===== src/rtl/testpat_seq_pkg.sv =====
// Shared types and widths for the testpat measurement-run sequencer.
package testpat_seq_pkg;

  localparam int SUM_W     = 40;
  localparam int LAIKAS_W  = 32;
  localparam int RUN_IDX_W = 9;

  typedef enum logic [2:0] {
    IDLE,
    START_P,
    RUN,
    STOP_P,
    SETTLE,
    CAPTURE,
    GAP,
    FINISH
  } seq_state_e;

  function automatic int max4(input int a, input int b, input int c, input int d);
    int m;
    m = a;
    if (b > m) m = b;
    if (c > m) m = c;
    if (d > m) m = d;
    return m;
  endfunction

endpackage


===== src/rtl/seq_timer.sv =====
// Loadable down-counter; zero flags the last cycle of a timed state.
module seq_timer #(
  parameter int W = 8
) (
  input  logic         clk,
  input  logic         rst_n,
  input  logic         load,
  input  logic [W-1:0] load_val,
  output logic         zero
);

  logic [W-1:0] count_q;
  logic [W-1:0] count_d;

  always_comb begin
    count_d = count_q;
    if (load) begin
      count_d = load_val;
    end else if (count_q != '0) begin
      count_d = count_q - W'(1);
    end
  end

  // NOTE: sequential state uses non-blocking assignments so every flop samples pre-edge values.
  always_ff @(posedge clk or negedge rst_n) begin
    if (!rst_n) begin
      count_q <= '0;
    end else begin
      count_q <= count_d;
    end
  end

  assign zero = (count_q == '0);

endmodule


===== src/rtl/testpat_sequencer.sv =====
// Issues START/STOP pulse pairs to testpat, captures Laikas after each run and
// accumulates sum/min/max over NUM_RUNS runs.
module testpat_sequencer
  import testpat_seq_pkg::*;
#(
  parameter int PULSE_CYCLES  = 2,
  parameter int RUN_CYCLES    = 1000,
  parameter int SETTLE_CYCLES = 4,
  parameter int GAP_CYCLES    = 100,
  parameter int NUM_RUNS      = 8
) (
  input  logic                 CLOCK_50,
  input  logic                 RESET_N,
  input  logic                 GO,
  input  logic                 ABORT,
  output logic                 START_OUT,
  output logic                 STOP_OUT,
  input  logic [LAIKAS_W-1:0]  LAIKAS_IN,
  output logic                 BUSY,
  output logic                 DONE,
  output logic                 ABORTED,
  output logic [RUN_IDX_W-1:0] RUN_IDX,
  output logic [SUM_W-1:0]     LAIKAS_SUM,
  output logic [LAIKAS_W-1:0]  LAIKAS_MIN,
  output logic [LAIKAS_W-1:0]  LAIKAS_MAX
);

  localparam int MAX_CYC = max4(PULSE_CYCLES, RUN_CYCLES, SETTLE_CYCLES, GAP_CYCLES);
  localparam int TMR_W   = $clog2(MAX_CYC + 1);

  // Timer counts down to zero, so each state loads its length minus one.
  localparam logic [TMR_W-1:0] P_LD = TMR_W'(PULSE_CYCLES - 1);
  localparam logic [TMR_W-1:0] R_LD = TMR_W'(RUN_CYCLES - 1);
  localparam logic [TMR_W-1:0] S_LD = TMR_W'(SETTLE_CYCLES - 1);
  localparam logic [TMR_W-1:0] G_LD = TMR_W'((GAP_CYCLES > 0) ? GAP_CYCLES - 1 : 0);
  localparam logic [RUN_IDX_W-1:0] RUNS = RUN_IDX_W'(NUM_RUNS);

  seq_state_e state_q, state_d;
  logic       abort_pend_q, abort_pend_d;
  logic       start_q, stop_q, busy_q, done_q, aborted_q;
  logic       aborted_d;
  logic       tmr_load;
  logic [TMR_W-1:0] tmr_val;
  logic       tmr_zero;
  logic       clear_stats;
  logic       capture;

  logic [SUM_W-1:0]     sum_q, sum_d;
  logic [LAIKAS_W-1:0]  min_q, min_d;
  logic [LAIKAS_W-1:0]  max_q, max_d;
  logic [RUN_IDX_W-1:0] run_idx_q, run_idx_d;
  logic [RUN_IDX_W-1:0] run_inc;

  assign run_inc = run_idx_q + RUN_IDX_W'(1);

  seq_timer #(.W(TMR_W)) u_timer (
    .clk      (CLOCK_50),
    .rst_n    (RESET_N),
    .load     (tmr_load),
    .load_val (tmr_val),
    .zero     (tmr_zero)
  );

  // NOTE: every always_comb output gets a default first, so no path can infer a latch.
  always_comb begin
    state_d      = state_q;
    abort_pend_d = abort_pend_q;
    aborted_d    = 1'b0;
    tmr_load     = 1'b0;
    tmr_val      = '0;
    clear_stats  = 1'b0;
    capture      = 1'b0;

    case (state_q)
      IDLE: begin
        abort_pend_d = 1'b0;
        if (GO && !ABORT) begin
          state_d     = START_P;
          tmr_load    = 1'b1;
          tmr_val     = P_LD;
          clear_stats = 1'b1;
        end
      end
      START_P, RUN: begin
        if (ABORT) begin
          // Always finish with a full STOP pulse so testpat is left stopped.
          state_d      = STOP_P;
          tmr_load     = 1'b1;
          tmr_val      = P_LD;
          abort_pend_d = 1'b1;
        end else if (tmr_zero) begin
          state_d  = (state_q == START_P) ? RUN : STOP_P;
          tmr_load = 1'b1;
          tmr_val  = (state_q == START_P) ? R_LD : P_LD;
        end
      end
      STOP_P: begin
        if (ABORT) abort_pend_d = 1'b1;
        if (tmr_zero) begin
          if (abort_pend_q || ABORT) begin
            state_d   = IDLE;
            aborted_d = 1'b1;
          end else begin
            state_d  = SETTLE;
            tmr_load = 1'b1;
            tmr_val  = S_LD;
          end
        end
      end
      SETTLE: begin
        if (ABORT) begin
          state_d   = IDLE;
          aborted_d = 1'b1;
        end else if (tmr_zero) begin
          state_d = CAPTURE;
        end
      end
      CAPTURE: begin
        capture = 1'b1;
        if (ABORT) begin
          state_d   = IDLE;
          aborted_d = 1'b1;
        end else if (run_inc == RUNS) begin
          state_d = FINISH;
        end else if (GAP_CYCLES == 0) begin
          state_d  = START_P;
          tmr_load = 1'b1;
          tmr_val  = P_LD;
        end else begin
          state_d  = GAP;
          tmr_load = 1'b1;
          tmr_val  = G_LD;
        end
      end
      GAP: begin
        if (ABORT) begin
          state_d   = IDLE;
          aborted_d = 1'b1;
        end else if (tmr_zero) begin
          state_d  = START_P;
          tmr_load = 1'b1;
          tmr_val  = P_LD;
        end
      end
      FINISH: state_d = IDLE;
      default: state_d = IDLE;
    endcase
  end

  always_comb begin
    sum_d     = sum_q;
    min_d     = min_q;
    max_d     = max_q;
    run_idx_d = run_idx_q;
    if (clear_stats) begin
      sum_d     = '0;
      min_d     = '1;
      max_d     = '0;
      run_idx_d = '0;
    end else if (capture) begin
      sum_d     = sum_q + SUM_W'(LAIKAS_IN);
      min_d     = (LAIKAS_IN < min_q) ? LAIKAS_IN : min_q;
      max_d     = (LAIKAS_IN > max_q) ? LAIKAS_IN : max_q;
      run_idx_d = run_inc;
    end
  end

  // Outputs are decoded from the next state so they are clean flop outputs.
  always_ff @(posedge CLOCK_50 or negedge RESET_N) begin
    if (!RESET_N) begin
      state_q      <= IDLE;
      abort_pend_q <= 1'b0;
      start_q      <= 1'b0;
      stop_q       <= 1'b0;
      busy_q       <= 1'b0;
      done_q       <= 1'b0;
      aborted_q    <= 1'b0;
      sum_q        <= '0;
      min_q        <= '0;
      max_q        <= '0;
      run_idx_q    <= '0;
    end else begin
      state_q      <= state_d;
      abort_pend_q <= abort_pend_d;
      start_q      <= (state_d == START_P);
      stop_q       <= (state_d == STOP_P);
      busy_q       <= (state_d != IDLE);
      done_q       <= (state_d == FINISH);
      aborted_q    <= aborted_d;
      sum_q        <= sum_d;
      min_q        <= min_d;
      max_q        <= max_d;
      run_idx_q    <= run_idx_d;
    end
  end

  assign START_OUT  = start_q;
  assign STOP_OUT   = stop_q;
  assign BUSY       = busy_q;
  assign DONE       = done_q;
  assign ABORTED    = aborted_q;
  assign RUN_IDX    = run_idx_q;
  assign LAIKAS_SUM = sum_q;
  assign LAIKAS_MIN = min_q;
  assign LAIKAS_MAX = max_q;

endmodule


===== config.mk =====
export PLATFORM = sky130hd
export DESIGN_NAME = testpat_sequencer
export DESIGN_NICKNAME = d
export VERILOG_FILES = /design/src/rtl/testpat_seq_pkg.sv /design/src/rtl/seq_timer.sv /design/src/rtl/testpat_sequencer.sv
export SDC_FILE = /design/constraint.sdc
export NUM_CORES = 1
export LEC_CHECK = 0
export CAP_MARGIN = 40
export CORE_MARGIN = 8
export CORE_UTILIZATION = 30
export DETAILED_ROUTE_END_ITERATION = 16
export GPL_ROUTABILITY_DRIVEN = 0
export SLEW_MARGIN = 40
export SYNTH_ARGS = -nofsm -noshare
export SYNTH_HDL_FRONTEND = slang
export SYNTH_HIERARCHICAL = 1
export SYNTH_SLANG_ARGS = --single-unit

===== constraint.sdc =====
create_clock -name CLOCK_50 -period 5.72 [get_ports CLOCK_50]
set_input_delay 0.858 -clock CLOCK_50 [delete_from_list [all_inputs] [get_ports CLOCK_50]]
set_output_delay 0.858 -clock CLOCK_50 [all_outputs]
set_load 0.02 [all_outputs]

* Word-level counts from Yosys, hierarchy flattened
Index checks and enable logic that the tools add are counted.
Storage, ports and cells: bits in registers 132, bits in latches 0, RAM bits 0, memory bits (read-only) 0, input port bits 36, output and inout port bits 118, word-level logic and storage cells 100, memories 0
Cells by class: $add $sub $neg 3, multipliers 0, divide/modulo/power cells 0, magnitude comparators 2, eq/ne operators 12, shift operators 0, multiplexer cells 53, bitwise operators 0, reduce and logical (&&, ||, !) cells 18
Operators by type and width (number):
- $mux W32 | 6
- $mux W40 | 2
- $mux W10 | 5
- $pmux W10 S5 | 1
- $add A40 B32 Y40 | 1
- $gt A32 B32 Y1 | 1
- $lt A32 B32 Y1 | 1
- $mux W3 | 10
- $pmux W3 S7 | 1
- $mux W1 | 19
- $mux W9 | 2
- $eq A3 B3 Y1 const B | 5
- $mux W7 | 2
- $logic_not A10 Y1 | 1
- $reduce_bool A10 Y1 | 1
- $reduce_bool A2 Y1 | 5
- $sub A10 B1 Y10 const B | 1
- $add A9 B1 Y9 const B | 1
- $eq A3 B2 Y1 const B | 3
- $eq A9 B4 Y1 const B | 1
- $eq A3 B1 Y1 const B | 2
- $reduce_and A2 Y1 | 3
- $reduce_or A3 Y1 | 2
- $pmux W1 S5 | 1
- other kinds (9) | 11

* Logic depth before layout (Yosys ltp)
word-level depth 6, gate-level depth with buffers 15, gate-level depth less buffers 13

* Cells and area by module
The synthesis kept the hierarchy.
Modules (own cells, without submodules):
- testpat_sequencer | instances 1, cells each 993, area an instance 8612.0 µm², sequential area each 3052.9 µm²
- seq_timer | instances 1, cells each 67, area an instance 594.3 µm², sequential area each 250.2 µm²

* Worst setup path before layout
Ideal clock, no wire load.
kind input to register, start input LAIKAS_IN[0], end register sum_q[36] (netlist: LAIKAS_SUM[36]), setup time 0.141 ns, data arrival time 3.273 ns, required time 5.579 ns, path slack 2.305 ns, stages on the path 11, path buffers 0, path through ha_1 fa_1 a211oi_2 nor4b_2 a211oi_2 o211ai_4 a41oi_4 o21ai_2 a221oi_4 or3_1 a21oi_1
Between the ends: cells in the longest elaborated chain, start to end 3
RTL lines:
- from (decl) | line testpat_sequencer.sv:18 | input logic [LAIKAS_W-1:0] LAIKAS_IN,
- $add A40 B32 Y40 | line testpat_sequencer.sv:161 | sum_d = sum_q + SUM_W'(LAIKAS_IN);
- $mux W40 | line testpat_sequencer.sv:160 | end else if (capture) begin
- $mux W40 | line testpat_sequencer.sv:155 | if (clear_stats) begin
- to (signal assigned) | line testpat_sequencer.sv:190 | sum_q <= sum_d;
- to (decl) | line testpat_sequencer.sv:48 | logic [SUM_W-1:0] sum_q, sum_d;
Every way passes these cells. The select of a mux whose other input is x is not followed. A chain may end at the register's enable or synchronous reset.

* Worst setup path in the final report
start input LAIKAS_IN[0], end register sum_q[34] (netlist: LAIKAS_SUM[34])
Same word-level chain as after synthesis.

==> results.yml <==
power_and_ir_drop:
  p_switching_mw: 1.677
  sw_frac_of_total_pct: 37.80
  peakVddDrop_uv: 180.2
  pwr_density_cell_mw_per_mm2: 375.9
  comb_power_share_pct: 40.8
  p_seq_share_pct: 31.2
  total_power_mw: 4.438
  power.internal_mw: 2.760
  power_frac_clock_pct: 28.0
  leakagePower_nw: 5.285
floorplanning:
  start_util_pct: 30.25
  die_area_mm2: 0.03655
  coreArea_mm2: 0.03043
  io_pins: 154
  floorplan.rows: 64
  die_h_um: 191.2
  die_x_um: 191.2
drt:
  drc_errors: 0
  vias: 8105
  viasPerCell: 5.059
  wire_per_inst_um: 17.80
  drt_wl_total_mm: 28.52
  firstDrtPassIters: 5
  drt_iter0_markers: 567
  antenna_left: 0
critical_path:
  startpoint: "LAIKAS_IN[0]"
  critPathCaptureType: "register"
  crit_arrival_ns: 4.32
  worstPathMaxFanout: 8
  setup.worst_path.class: "in -> reg"
  rr_worst_depth: 11
  r2r-start: "LAIKAS_SUM[0]"
  critPathLaunchType: "primary input"
  cp.required_ns: 6.06
finish:
  n_antenna_cell: 0
  syn2layout_area_growth_pct: 28.26
  fin_nets: 1327
  layout-drive-gt1-share_pct: 5.390
  stdcell_area_mm2: 0.01181
sta:
  slew_violations: 0
  final_hold_viol_count: 0
  skew_ns: 0.01413
  slew-limit-headroom_pct: 49.48
  post-route-min-period_ns: 3.985
  setup_tns_ns: 0
  whs_ns: 0.3033
  setup_viol: 0
  finalCritPeriodShare_pct: 69.67
  worstMarginPinSlew_ns: 0.7480
  rsz0062_at_grt: "false"
  fmax_mhz: 250.9
global_routing:
  antenna_found_initial: 0
  grt.overflow.total: 0
  grt_first_pass_wirelength_mm: 46.05
  grt_pass1_vias: 8113
  grtUsageTotal_pct: 15.96
  grt_max_degree: 97
logic_synthesis:
  ys.flop_type: "dfrtp_1"
  syn_area_mm2: 0.009206
  yosysSeqAreaShare_pct: 35.88
  synth-edff-count: 0
  syn_area_per_cell_um2: 8.685
  synth_top_area_cell: "dfrtp_1"
  yosysMostFrequentCell: "dfrtp_1"
  ys_ff_latch: 132
  synthDominantCellAreaShare_pct: 35.88
  syn_inst: 1060
  synth.top_cells.by_count: "dfrtp_1, inv_1, nand2_1"
  yosys_warnings: 6
  synth-async-reset-ratio_pct: 100.0
  synth.area.top_cells: "dfrtp_1, ha_1, o21ai_0"
  yosysUniqueCellTypes: 67
clock_network:
  cts_resized: 0
  cts.htree.levels: 4
  cts_hold_buf: 0
  root_buffer: "clkbuf_16"
  post_cts_buffers: 0
  cts_tree: "built"
  clk_pin_slew_worst_paths_ns: 0.06
  cts_max_path_buffers: 2
  cts_sinks: 132
  clock_latency_ns: 0.43
  cts_made_buffers: 17
placement:
  hpwl_mm: 21.15
  place_area_mm2: 0.01113
  io_buffers: 153
run_status:
  status: "finished, final reports clean"
min_path:
  hp-class: "in -> async"
flow_run:
  max-cap-violations: 0
routing by layer:
| layer | global-route usage (%) | up-vias | routed length [um] |
|---|---|---|---|
| li1 | - | 3986 | - |
| met1 | 20.92 | 3903 | 13040 |
| met2 | 26.27 | 188 | 13510 |
| met3 | 3.557 | 28 | 1550 |
| met4 | 3.967 | 0 | 425 |
| met5 | 0 | - | 0 |
registers in the layout, indices dropped and copies added, names as in the netlist:
register,flops
LAIKAS_SUM,40
START_OUT,1
LAIKAS_MAX,32
RUN_IDX,9
BUSY,1
DONE,1
ABORTED,1
u_timer/count_q,10
state_q,3
LAIKAS_MIN,32
STOP_OUT,1
abort_pend_q,1
final timing paths:
| kind | slack [ns] | endpoint |
|---|---|---|
| worst min-delay path | 0.30 | LAIKAS_MIN[16] |
| worst max register to register | 2.38 | LAIKAS_SUM[34] |
| min in group CLOCK_50 | 0.51 | LAIKAS_SUM[35] |
| worst min register to register | 0.51 | LAIKAS_SUM[35] |
| worst max-delay path | 1.73 | LAIKAS_SUM[34] |
| max in group asynchronous | 4.25 | LAIKAS_SUM[31] |
power groups by stage:
stage	Combinational (mW)	Sequential, mW	Clock, mW
finish	1.81	1.38	1.24
global route	2.02	1.42	1.32
detailed placement	1.82	1.40	0
floorplan	0.937	1.55	0
global placement	1.79	1.40	0
CTS	1.83	1.39	1.27
metrics by stage:
| stage | std cells | utilization (%) | setup slack, ns |
|---|---|---|---|
| finish | 1602 | 38.80 | 1.735 |
| global placement | 1569 | 36.53 | 1.057 |
| detailed placement | 1569 | 36.56 | 1.308 |
| floorplan | 1061 | - | 2.305 |
| global route | 1602 | 38.80 | 1.555 |
| CTS | 1601 | 38.71 | 1.750 |
cell usage in the layout (no fill, tap or decap), types with 36 or more instances in the layout:
cell type / instances
a21o_1: 36
a21oi_1: 52
clkdlybuf4s50_1: 152
dfrtp_1: 132
ha_1: 97
inv_1: 111
mux2i_1: 39
nand2_1: 107
nand3_1: 95
nor2_1: 39
o21ai_0: 96
worst max-delay path, stage by stage:
cell and delay [ns]:
clkdlybuf4s50_1 0.53, ha_1 0.30, fa_1 0.44, a211oi_2 0.34, nor4b_2 0.10, a211oi_2 0.44, o211ai_4 0.18, a41oi_4 0.30
o21ai_2 0.15, a221oi_4 0.40, o211ai_1 0.16, o31ai_1 0.11
cells by family after synthesis:
logic type                 Yosys count  synth area share (%)
buffers and inverters              162                 6.918
adders and majority gates           98                 13.40
xor gates and xnor gates            42                 3.996
and+or+nand+nor                    321                 17.06
DFF                                132                 35.88
other                                1               0.04073
AOI/OAI and AO/OA                  264                 18.35
muxes                               40                 4.363
cell type report:
class	count	area, um^2
Clock buffer	18	429.2
Clock inverter	14	225.2
Fill cell	3072	18620
Inverter	111	416.7
Multi-Input combinational cell	767	5299
Sequential cell	132	3303
Tap cell	396	495.5
Timing Repair Buffer	164	1639
Power figures use the tool's default switching activity.
